===== config.mk =====
export PLATFORM = sky130hd
export DESIGN_NAME = cnt_share_ctrl_flat
export DESIGN_NICKNAME = d
export VERILOG_FILES = /design/src/rtl/cnt_share_pkg.sv /design/src/rtl/cnt_share_ctrl_if.sv /design/src/rtl/cnt_share_ctrl_rr_pick.sv /design/src/rtl/cnt_share_ctrl.sv /design/src/flat_wrapper.sv
export SDC_FILE = /design/constraint.sdc
export NUM_CORES = 1
export LEC_CHECK = 0
export CELL_PAD_IN_SITES_DETAIL_PLACEMENT = 1
export CELL_PAD_IN_SITES_GLOBAL_PLACEMENT = 1
export CORE_UTILIZATION = 38
export DETAILED_ROUTE_END_ITERATION = 12
export HOLD_SLACK_MARGIN = 0.02
export PLACE_DENSITY = 0.87
export SETUP_SLACK_MARGIN = 0.05
export SKIP_LAST_GASP = 1
export SYNTH_ARGS = -nofsm -noshare
export SYNTH_HDL_FRONTEND = slang
export SYNTH_SLANG_ARGS = --single-unit
export TNS_END_PERCENT = 50

===== constraint.sdc =====
create_clock -name clk -period 2.5 [get_ports clk]
set_input_delay 0.625 -clock clk [delete_from_list [all_inputs] [get_ports clk]]
set_output_delay 0.625 -clock clk [all_outputs]
set_load 0.02 [all_outputs]

===== src/rtl/cnt_share_pkg.sv =====
// Shared definitions for the counter-sharing controller: FSM encoding and
// width helpers used by the controller and its round-robin picker.
package cnt_share_pkg;

  typedef enum logic [1:0] {
    ST_IDLE = 2'd0,
    ST_CLR  = 2'd1,
    ST_RUN  = 2'd2,
    ST_FIN  = 2'd3
  } state_e;

  // Widest request vector the controller supports.
  typedef logic [7:0] onehot_t;

  // Index width for an n-entry one-hot vector; never collapses to zero bits.
  function automatic int idx_w(input int n);
    return (n > 1) ? $clog2(n) : 1;
  endfunction

endpackage


===== src/rtl/cnt_share_ctrl_if.sv =====
// Bundle between the requesters/counter (master side) and the controller
// (slave side) that arbitrates them onto the shared counter.
interface cnt_share_ctrl_if #(
  parameter int NREQ = 4,
  parameter int CW   = 4
);
  logic [NREQ-1:0] req;
  logic [CW-1:0]   cnt;
  logic [NREQ-1:0] gnt;
  logic            cnt_clr;
  logic            cnt_en;
  logic [NREQ-1:0] done;
  logic            abort;
  logic            busy;

  modport master (
    output req, cnt,
    input  gnt, cnt_clr, cnt_en, done, abort, busy
  );

  modport slave (
    input  req, cnt,
    output gnt, cnt_clr, cnt_en, done, abort, busy
  );
endinterface


===== src/rtl/cnt_share_ctrl_rr_pick.sv =====
// Combinational round-robin picker: first set request at or after ptr,
// searching upward with wrap. Returns the one-hot pick and its index.
module rr_pick
  import cnt_share_pkg::*;
#(
  parameter  int NREQ = 4,
  localparam int PW   = idx_w(NREQ)
) (
  input  logic [NREQ-1:0] req_i,
  input  logic [PW-1:0]   ptr_i,
  output logic [NREQ-1:0] pick_o,
  output logic [PW-1:0]   idx_o
);

  int          j;
  logic [PW-1:0] j_w;
  logic        found;

  always_comb begin
    pick_o = '0;
    idx_o  = '0;
    found  = 1'b0;
    j      = 0;
    j_w    = '0;
    for (int i = 0; i < NREQ; i++) begin
      j = int'(ptr_i) + i;
      if (j >= NREQ) j = j - NREQ;
      j_w = PW'(j);
      if (!found && req_i[j_w]) begin
        found       = 1'b1;
        pick_o[j_w] = 1'b1;
        idx_o       = j_w;
      end
    end
  end

endmodule


===== src/rtl/cnt_share_ctrl.sv =====
// Shares one up-counter between NREQ requesters: round-robin grant, then
// clear / count to LAST / finish, with abort when the granted request drops.
module cnt_share_ctrl
  import cnt_share_pkg::*;
#(
  parameter int NREQ = 4,
  parameter int CW   = 4,
  parameter int LAST = 9
) (
  input  logic             clk,
  input  logic             reset_n,
  cnt_share_ctrl_if.slave  bus
);

  localparam int PW = idx_w(NREQ);

  localparam logic [1:0] S_IDLE = 2'(ST_IDLE);
  localparam logic [1:0] S_CLR  = 2'(ST_CLR);
  localparam logic [1:0] S_RUN  = 2'(ST_RUN);
  localparam logic [1:0] S_FIN  = 2'(ST_FIN);

  localparam logic [CW-1:0] LAST_C = CW'(LAST);

  logic [1:0]      state_q, state_d;
  logic [NREQ-1:0] gnt_q,   gnt_d;
  logic [PW-1:0]   ptr_q,   ptr_d;
  logic [PW-1:0]   gidx_q,  gidx_d;
  logic            abort_q, abort_d;

  logic [NREQ-1:0] pick;
  logic [PW-1:0]   pick_idx;
  logic [PW-1:0]   ptr_next;
  logic            gnt_req;

  rr_pick #(.NREQ(NREQ)) u_rr_pick (
    .req_i  (bus.req),
    .ptr_i  (ptr_q),
    .pick_o (pick),
    .idx_o  (pick_idx)
  );

  assign ptr_next = (gidx_q == PW'(NREQ - 1)) ? '0 : gidx_q + 1'b1;
  assign gnt_req  = |(bus.req & gnt_q);

  always_comb begin
    state_d = state_q;
    gnt_d   = gnt_q;
    ptr_d   = ptr_q;
    gidx_d  = gidx_q;
    abort_d = abort_q;
    case (state_q)
      S_IDLE: begin
        gnt_d = '0;
        if (|bus.req) begin
          gnt_d   = pick;
          gidx_d  = pick_idx;
          state_d = S_CLR;
        end
      end
      S_CLR: state_d = S_RUN;
      S_RUN: begin
        // A withdrawn request ends the burst even on the terminal count.
        if (!gnt_req) begin
          abort_d = 1'b1;
          state_d = S_FIN;
        end else if (bus.cnt == LAST_C) begin
          abort_d = 1'b0;
          state_d = S_FIN;
        end
      end
      S_FIN: begin
        gnt_d   = '0;
        ptr_d   = ptr_next;
        state_d = S_IDLE;
      end
      default: state_d = S_IDLE;
    endcase
  end

  always_ff @(posedge clk or negedge reset_n) begin
    if (!reset_n) begin
      state_q <= S_IDLE;
      gnt_q   <= '0;
      ptr_q   <= '0;
      gidx_q  <= '0;
      abort_q <= 1'b0;
    end else begin
      state_q <= state_d;
      gnt_q   <= gnt_d;
      ptr_q   <= ptr_d;
      gidx_q  <= gidx_d;
      abort_q <= abort_d;
    end
  end

  // Everything but cnt_en is a function of registered state only.
  assign bus.gnt     = gnt_q;
  assign bus.cnt_clr = (state_q == S_CLR);
  assign bus.cnt_en  = (state_q == S_RUN) && (bus.cnt != LAST_C);
  assign bus.done    = (state_q == S_FIN) ? gnt_q : '0;
  assign bus.abort   = (state_q == S_FIN) && abort_q;
  assign bus.busy    = (state_q != S_IDLE);

endmodule


===== src/flat_wrapper.sv =====
// flat-port wrapper written by rule: the top's interface ports become plain ports
module cnt_share_ctrl_flat import cnt_share_pkg::*;
#(
  parameter int NREQ = 4,
  parameter int CW   = 4,
  parameter int LAST = 9
)
  (clk, reset_n, bus_req, bus_cnt, bus_gnt, bus_cnt_clr, bus_cnt_en, bus_done, bus_abort, bus_busy);
  cnt_share_ctrl_if #(.NREQ(NREQ), .CW(CW)) bus_i ();
  input  logic clk;
  input  logic reset_n;
  input wire logic [$bits(bus_i.req)-1:0] bus_req;
  input wire logic [$bits(bus_i.cnt)-1:0] bus_cnt;
  output wire logic [$bits(bus_i.gnt)-1:0] bus_gnt;
  output wire logic [$bits(bus_i.cnt_clr)-1:0] bus_cnt_clr;
  output wire logic [$bits(bus_i.cnt_en)-1:0] bus_cnt_en;
  output wire logic [$bits(bus_i.done)-1:0] bus_done;
  output wire logic [$bits(bus_i.abort)-1:0] bus_abort;
  output wire logic [$bits(bus_i.busy)-1:0] bus_busy;
  assign bus_i.req = bus_req;
  assign bus_i.cnt = bus_cnt;
  assign bus_gnt = bus_i.gnt;
  assign bus_cnt_clr = bus_i.cnt_clr;
  assign bus_cnt_en = bus_i.cnt_en;
  assign bus_done = bus_i.done;
  assign bus_abort = bus_i.abort;
  assign bus_busy = bus_i.busy;
  cnt_share_ctrl #(.NREQ(NREQ), .CW(CW), .LAST(LAST)) u_core (.clk(clk), .reset_n(reset_n), .bus(bus_i));
endmodule

======== Word-level counts from Yosys, hierarchy flattened ========
Index checks and enable logic that the tools add are counted.
storage, ports and cells
  register bits ........................... 11
  word-level logic and storage cells ...... 99
  bits in writable memories ............... 0
  memories ................................ 0
  memory bits (read-only) ................. 0
  bits in latches ......................... 0
  input port bits ......................... 10
operators by class
  reductions and logical operators ........ 20
  multipliers ............................. 0
  equal/unequal tests ..................... 9
  add/sub/neg operators ................... 8
  bitwise operators ....................... 4
  divide/modulo/power cells ............... 0
  shifts and indexed selects .............. 0
  muxes and demuxes ....................... 41
  order comparisons ....................... 12
operator list
  cell                   number
  $mux W2                12
  $mux W4                6
  $mux W1                13
  $lt A2 B3 Y1 const B   4
  $or A4 B4 Y4           3
  $ge A3 B3 Y1 const B   3
  $logic_and A1 B1 Y1    9
  $bmux W1 S2            4
  $demux W1 S2           4
  $ge A2 B1 Y1 const B   4
  $pmux W2 S4            1
  $pmux W4 S2            1
  $reduce_or A4 Y1       2
  $sub A2 B1 Y2 const B  4
  $add A2 B2 Y3 const B  2
  $eq A2 B2 Y1 const B   3
  $reduce_and A2 Y1      3
  $and A4 B4 Y4          1
  $eq A4 B4 Y1 const B   1
  $ne A4 B4 Y1 const B   1
  $reduce_bool A2 Y1     2
  $add A2 B1 Y3 const B  1
  $ge A2 B3 Y1 const B   1
  $logic_not A1 Y1       3
  other kinds (6)        6

======== Logic depth before layout (Yosys ltp) ========
Gate-level depths: netlist (run 1).
  word-level depth ........................ 16
  gate-level depth with buffers ........... 8

======== Hierarchy ========
Synthesis (run 1) repeated with hierarchy kept, for this count alone.
second synthesis, totals
  cells, all modules ...................... 101
  area, all modules ....................... 1022.2 sq um
modules (own cells, without submodules)
  module          instances  cells an instance  area each (sq um)
  cnt_share_ctrl  1          53                 618.1
  rr_pick         1          48                 404.1

======== Worst setup path before layout (run 1) ========
Ideal clock, no wire load.
  path type ............................... flip-flop to flip-flop
  start point ............................. register u_core.ptr_q[0]
  end point ............................... register u_core.gnt_q[0], in the netlist u_core.bus.gnt[0]
  path slack .............................. 0.400 ns
  cell stages (with the launch flop) ...... 8
  arrival ................................. 1.974 ns
  buffers on the path ..................... 1
  cell sequence ........................... dfrtp_1 buf_6 inv_1 ha_1 mux4_2 a22oi_1 a211oi_1 a221o_1
on the way
  word-level cells in the longest chain between the ends .. 16
  elaborated cells between the ends (all ways) .. 61
  classes of those cells .................. add/sub: 7; order compare: 12; mux: 29; bitwise: 3; reduce/logical: 10
RTL lines
  item                                                    RTL line                      source
  start, declared                                         cnt_share_ctrl.sv:26          logic [PW-1:0] ptr_q, ptr_d;
  start signal, assigned                                  cnt_share_ctrl.sv:90          ptr_q <= ptr_d;
  branches (longest 13 deep; another with $add A2 B1 Y3)  n/a
  $mux W4 *                                               cnt_share_ctrl_rr_pick.sv:29  if (!found && req_i[j_w]) begin
  $mux W4 *                                               cnt_share_ctrl.sv:54          if (|bus.req) begin
  $pmux W4 S2 *                                           cnt_share_ctrl.sv:51          case (state_q)
  end signal, assigned                                    cnt_share_ctrl.sv:89          gnt_q <= gnt_d;
  end, declared                                           cnt_share_ctrl.sv:25          logic [NREQ-1:0] gnt_q, gnt_d;
Every way passes the cells marked *. The select of a mux whose other input is x is not followed.
A chain may end at the register's enable or synchronous reset.

======== Worst setup path in the final report (run 1) ========
  start point ............................. input bus_cnt[3]
  end point ............................... output bus_cnt_en
on the way
  word-level cells in the longest chain between the ends .. 2
RTL lines
  item                 RTL line              source
  start, declared      flat_wrapper.sv:13    input wire logic [$bits(bus_i.cnt)-1:0] bus_cnt;
  $ne A4 B4 Y1         cnt_share_ctrl.sv:99  assign bus.cnt_en = (state_q == S_RUN) && (bus.cnt != LAST_C);
  $logic_and A1 B1 Y1  cnt_share_ctrl.sv:99
  end, declared        flat_wrapper.sv:16    output wire logic [$bits(bus_i.cnt_en)-1:0] bus_cnt_en;
No other way between the ends.

==> flow_summary.yaml, run 1 <==
place:
  gp_congestion: 0.803
  postPlaceCellArea_um2: 1300
  place_hpwl_um: 2100
  place_ws_ps: -286
  numPortBuffers: 21
layout:
  num-nets-final: 160
  drive_gt1_share_pct: 20.0
  antenna_cells: 0
  stdcell_area_um2: 1400
  area_growth_pct: 37.9
  fillerInstances: 295
floorplanning:
  std_cell_rows: 18
  io-pin-count: 22
  die_w_um: 53.7
  start_util_pct: 40.6
  dieArea_um2: 2880
  die_y_um: 53.7
  coreArea_um2: 2500
routing:
  vias: 938
  drt_first_pass_iters: 4
  final_antenna_net_count: 0
  wire_per_inst_um: 16.8
  remaining_drc_errors: 0
  avgViaCountPerCell: 5.68
  drt-total-wl_um: 2770
  initialDrtViolationCount: 3
global_routing:
  grt_max_degree: 15
  grt_overflow: 0
  antenna_found_initial: 0
  grt_pass1_vias: 956
  grt_first_pass_wirelength_um: 4340
  grt_usage_pct: 21.4
synthesis:
  synthTopCellsByArea: "dfrtp_1, ha_1, mux4_2, nor2_1, mux2_2"
  synth_flop_cell: "dfrtp_1"
  synth.yosys.seq_area_share_pct: 27.1
  syn-cell-area_um2: 1010
  ys_ff_latch: 11
  avgSynthCellArea_um2: 10.0
  synth_top_area_share_pct: 27.1
  synth_common_cells: "ha_1, nor2_1, dfrtp_1"
  synth.distinct_cells: 27
  synth_nets: 125
  yosysTopAreaCell: "dfrtp_1"
  synth_async_sr_flop_share_pct: 100
  synth_cells: 101
  synth_warnings: 0
  synth_edf_count: 0
  synth.most_common_cell: "ha_1"
setup_path:
  path_cells: "clkdlybuf4s50_1 -> nor4bb_4 -> nand2b_4 -> inv_1 -> clkdlybuf4s15_2"
  cpPeakStageDelay_ps: 460
  start_kind: "input port"
  worst_path_max_delay_cell: "clkdlybuf4s50_1"
  cp_max_fo: 2
  endpoint_kind: "primary output"
  crit_required_ps: 1880
  worstPathArrival_ps: 1840
  worstSetupPathType: "in -> out"
clocking:
  clk_path_buf_depth: 2
  cts_buffers: 3
  clkTransAtPathRegs_ps: 70
  cts-root-buf: "clkbuf_4"
  clock_sink_count: 11
  cts_tree: "built"
  ctsHoldBuffers: 0
  insertion_delay_ps: 270
  htreeDepth: 1
timing:
  worst_slack_ps: 36.7
  maxSlewHeadroom_pct: 66.4
  finalHoldViolations: 0
  drv_slew: 0
  fmax_mhz: 406
  whs_ps: 526
  clock_skew_ps: 0.380
  min_period_ps: 2460
  finalSetupViolCount: 0
  finalCritPeriodShare_pct: 98.5
  tns_ps: 0
  worst_pin_slew_ps: 502
  rsz0062_at_grt: "true"
power:
  peakVddDrop_mv: 0.624
  powerDensity_nw_per_um2: 1240
  p_total_w: 0.00174
  power_leakage_nw: 0.629
run:
  maxCapViolations: 0
hold_path:
  min_path_type: "reg -> reg"
outcome:
  outcome: "finished clean"
-- metrics by stage --
stage               utilization (%)  cells
global placement               52.2    158
detailed placement             52.2    158
CTS                            54.6    163
finish                         56.0    165
global route                   56.0    165
floorplan                         -    101
-- worst max-delay path, delay by kind of cell --
family	cells	cell delay, ps
buffers and inverters	3	740
and+or+nand+nor	2	480
-- worst paths after layout --
| kind | slack, ps | depth (start not counted) | end | from |
|---|---|---|---|---|
| max | 40 | 5 | bus_cnt_en | bus_cnt[3] |
| max reg2reg | 310 | 7 | u_core.bus.gnt[0] | u_core.ptr_q[0] |
| min | 530 | 1 | u_core.abort_q | u_core.abort_q |
| min reg2reg | 530 | 1 | u_core.abort_q | u_core.abort_q |
| max in group asynchronous | 1470 | 1 | u_core.abort_q | reset_n |
| min in group asynchronous | 690 | 1 | u_core.state_q[0] | reset_n |
-- report_power, final --
part / internal [W] / switching (W)
sequential: 0.000265 / 0.0000811
clock: 0.0000617 / 0.0000600
combinational: 0.000609 / 0.000663
total: 0.000936 / 0.000804
-- logic make-up (layout without fill, tap and decap cells) --
kind of cell             count (synthesis)  in the layout  synth area share, %
AO/OA/AOI/OAI                           27             27                 19.5
adder cells (fa/ha/maj)                 14             14                 17.3
buffers and inverters                    7             41                 3.33
flip-flops                              11             11                 27.1
multiplexers                            11             11                 17.5
AND/OR/NAND/NOR                         31             31                 15.3
-- cells in the final DEF, fill, tap and decap left out, types with 2 or more instances in the layout --
cell,instances
ha_1,13
a22o_1,3
nand2_1,7
a221o_1,4
o21ai_0,6
a211oi_1,4
inv_1,6
a22oi_1,4
dfrtp_1,11
mux2i_1,2
clkdlybuf4s50_1,16
and2_1,5
a31oi_1,2
dlymetal6s2s_1,4
buf_4,10
mux2_2,4
clkbuf_4,3
mux4_2,4
nor2_1,13
-- cell type report --
| type | instances | area [um^2] | share of cell area (%) |
|---|---|---|---|
| timing repair buffer | 31 | 297 | 21.2 |
| multi-input combinational | 83 | 741 | 53.0 |
| inverter | 6 | 22.5 | 1.61 |
| clock buffer | 4 | 26.3 | 1.88 |
| tap | 30 | 37.5 | 2.68 |
| sequential | 11 | 275 | 19.7 |
-- per-layer routing --
layer | vias up | part of all wire (%) | global-route usage, %
met5 | - | 0 | 0
met4 | 0 | 1.7 | 9.65
met3 | 4 | 3.5 | 1.98
met2 | 21 | 55 | 40.9
met1 | 469 | 40 | 23.2
li1 | 444 | - | -
-- timing repair --
item	in CTS	in global routing
buffers inserted	1	2
setup endpoints to repair	5	5
resized for setup	7	5
cloned	0	0
hold endpoints to repair	0	0
pin swaps	1	1
-- state kept, by name (all words and copies together), names as in the netlist --
register / count
u_core.abort_q: 1
u_core.bus.gnt: 4
u_core.state_q: 2
u_core.ptr_q: 2
u_core.gidx_q: 2
Power figures use the tool's default switching activity.
==> run 2: changes to the inputs <==
- RECOVER_POWER: unset -> 100
- SLEW_MARGIN: unset -> 20
==> run 2 against run 1 <==
Design area decreased by 0.27%. Largest cell class unchanged. Sequential power barely moved. Sequential cell count did not move.
==> flow_summary.yaml, run 2 (synthesis results as in run 1) <==
hold_path:
  min_path_type: "reg -> reg"
global_routing:
  grt_pass1_vias: 956
  grt_overflow: 0
  grt_first_pass_wirelength_um: 4340
  antenna_found_initial: 0
  grt_usage_pct: 21.4
  grt_max_degree: 15
timing:
  finalHoldViolations: 0
  drv_slew: 0
  whs_ps: 526
  finalSetupViolCount: 0
  maxSlewHeadroom_pct: 66.5
  tns_ps: 0
  worst_pin_slew_ps: 501
  clock_skew_ps: 0.639
  fmax_mhz: 406
  rsz0062_at_grt: "true"
  finalCritPeriodShare_pct: 98.6
  min_period_ps: 2460
setup_path:
  rr_worst_depth: 7
  crit_required_ps: 1880
  worstSetupPathType: "in -> out"
  critPathCapture: "bus_cnt_en"
  reg2reg_slack_ps: 320
  start_kind: "input port"
  crit_start: "bus_cnt[3]"
  cp_max_fo: 2
  rr_endpoint: "u_core.bus.gnt[0]"
  endpoint_kind: "primary output"
  worstPathArrival_ps: 1840
  reg2reg_from: "u_core.ptr_q[0]"
layout:
  fillerInstances: 296
  largest_reg_flops: 4
  drive_gt1_share_pct: 19.3
  area_growth_pct: 37.5
  final_cell_mix: "nor2_1, ha_1, dfrtp_1"
  num-nets-final: 160
  antenna_cells: 0
clocking:
  cts-root-buf: "clkbuf_4"
  clkTransAtPathRegs_ps: 70
  cts_tree: "built"
  htreeDepth: 1
  cts_buffers: 3
  clock_sink_count: 11
  clk_path_buf_depth: 2
  insertion_delay_ps: 270
  ctsHoldBuffers: 0
place:
  numPortBuffers: 21
  place_hpwl_um: 2100
  gp_congestion: 0.803
power:
  power_leakage_nw: 0.646
  powerDensity_nw_per_um2: 1230
  p_total_w: 0.00172
  peakVddDrop_mv: 0.611
routing:
  wire_per_inst_um: 16.8
  final_antenna_net_count: 0
  avgViaCountPerCell: 5.66
  drt-total-wl_um: 2770
  remaining_drc_errors: 0
  vias: 934
  drt_first_pass_iters: 4
  initialDrtViolationCount: 3
run:
  maxCapViolations: 0
floorplanning:
  io-pin-count: 22
  die_y_um: 53.7
  start_util_pct: 40.6
  die_w_um: 53.7
  std_cell_rows: 18
  dieArea_um2: 2880
  coreArea_um2: 2500
outcome:
  outcome: "finished clean"
run 2: worst max-delay path: stages:
cell	delay [ps]
clkdlybuf4s50_1	460
nor4bb_4	300
nand2b_4	180
inv_1	40
clkdlybuf4s15_2	240
run 2: metrics by stage:
stage / util (%) / instance area (um^2) / cells / setup WS, ps
floorplan: - / 1010 / 101 / 400
global placement: 52.2 / 1300 / 158 / -229
detailed placement: 52.2 / 1300 / 158 / -286
CTS: 54.6 / 1360 / 163 / 35.7
global route: 55.8 / 1400 / 165 / -11.6
finish: 55.8 / 1400 / 165 / 36.1
run 2: what timing repair did:
item | CTS | global route
setup endpoints to repair | 5 | 5
resized for setup | 7 | 5
pin swaps | 1 | 1
setup buffers | 1 | 2
hold endpoints to repair | 0 | 0
run 2: metal layers:
layer | up-vias | part of all wire (%) | track usage (%)
li1 | 443 | - | -
met2 | 23 | 54 | 40.9
met1 | 464 | 40 | 23.2
met3 | 4 | 3.5 | 1.98
met5 | - | 0 | 0
met4 | 0 | 1.7 | 9.65
run 2: worst min-delay path by stage:
stage / from / end / slack, ps / cells after the start
3_5_place_dp: u_core.abort_q / u_core.abort_q / 510 / 1
5_1_grt: u_core.abort_q / u_core.abort_q / 550 / 1
3_3_place_gp: u_core.abort_q / u_core.abort_q / 490 / 1
2_1_floorplan: reset_n / u_core.abort_q / 330 / 0
4_1_cts: u_core.abort_q / u_core.abort_q / 520 / 1
6_report: u_core.abort_q / u_core.abort_q / 530 / 1
run 2: final cells by class:
| class | count | area (um^2) | share of cell area (%) |
|---|---|---|---|
| clock buffer | 4 | 26.3 | 1.88 |
| inverter | 6 | 22.5 | 1.61 |
| multi-input combinational | 83 | 741 | 53.1 |
| sequential | 11 | 275 | 19.7 |
| tap | 30 | 37.5 | 2.69 |
| timing repair buffer | 31 | 293 | 21.0 |
run 2: where the power goes:
part           internal (W)  switching (W)
Sequential         0.000265      0.0000799
Clock             0.0000617      0.0000601
Combinational      0.000588       0.000662
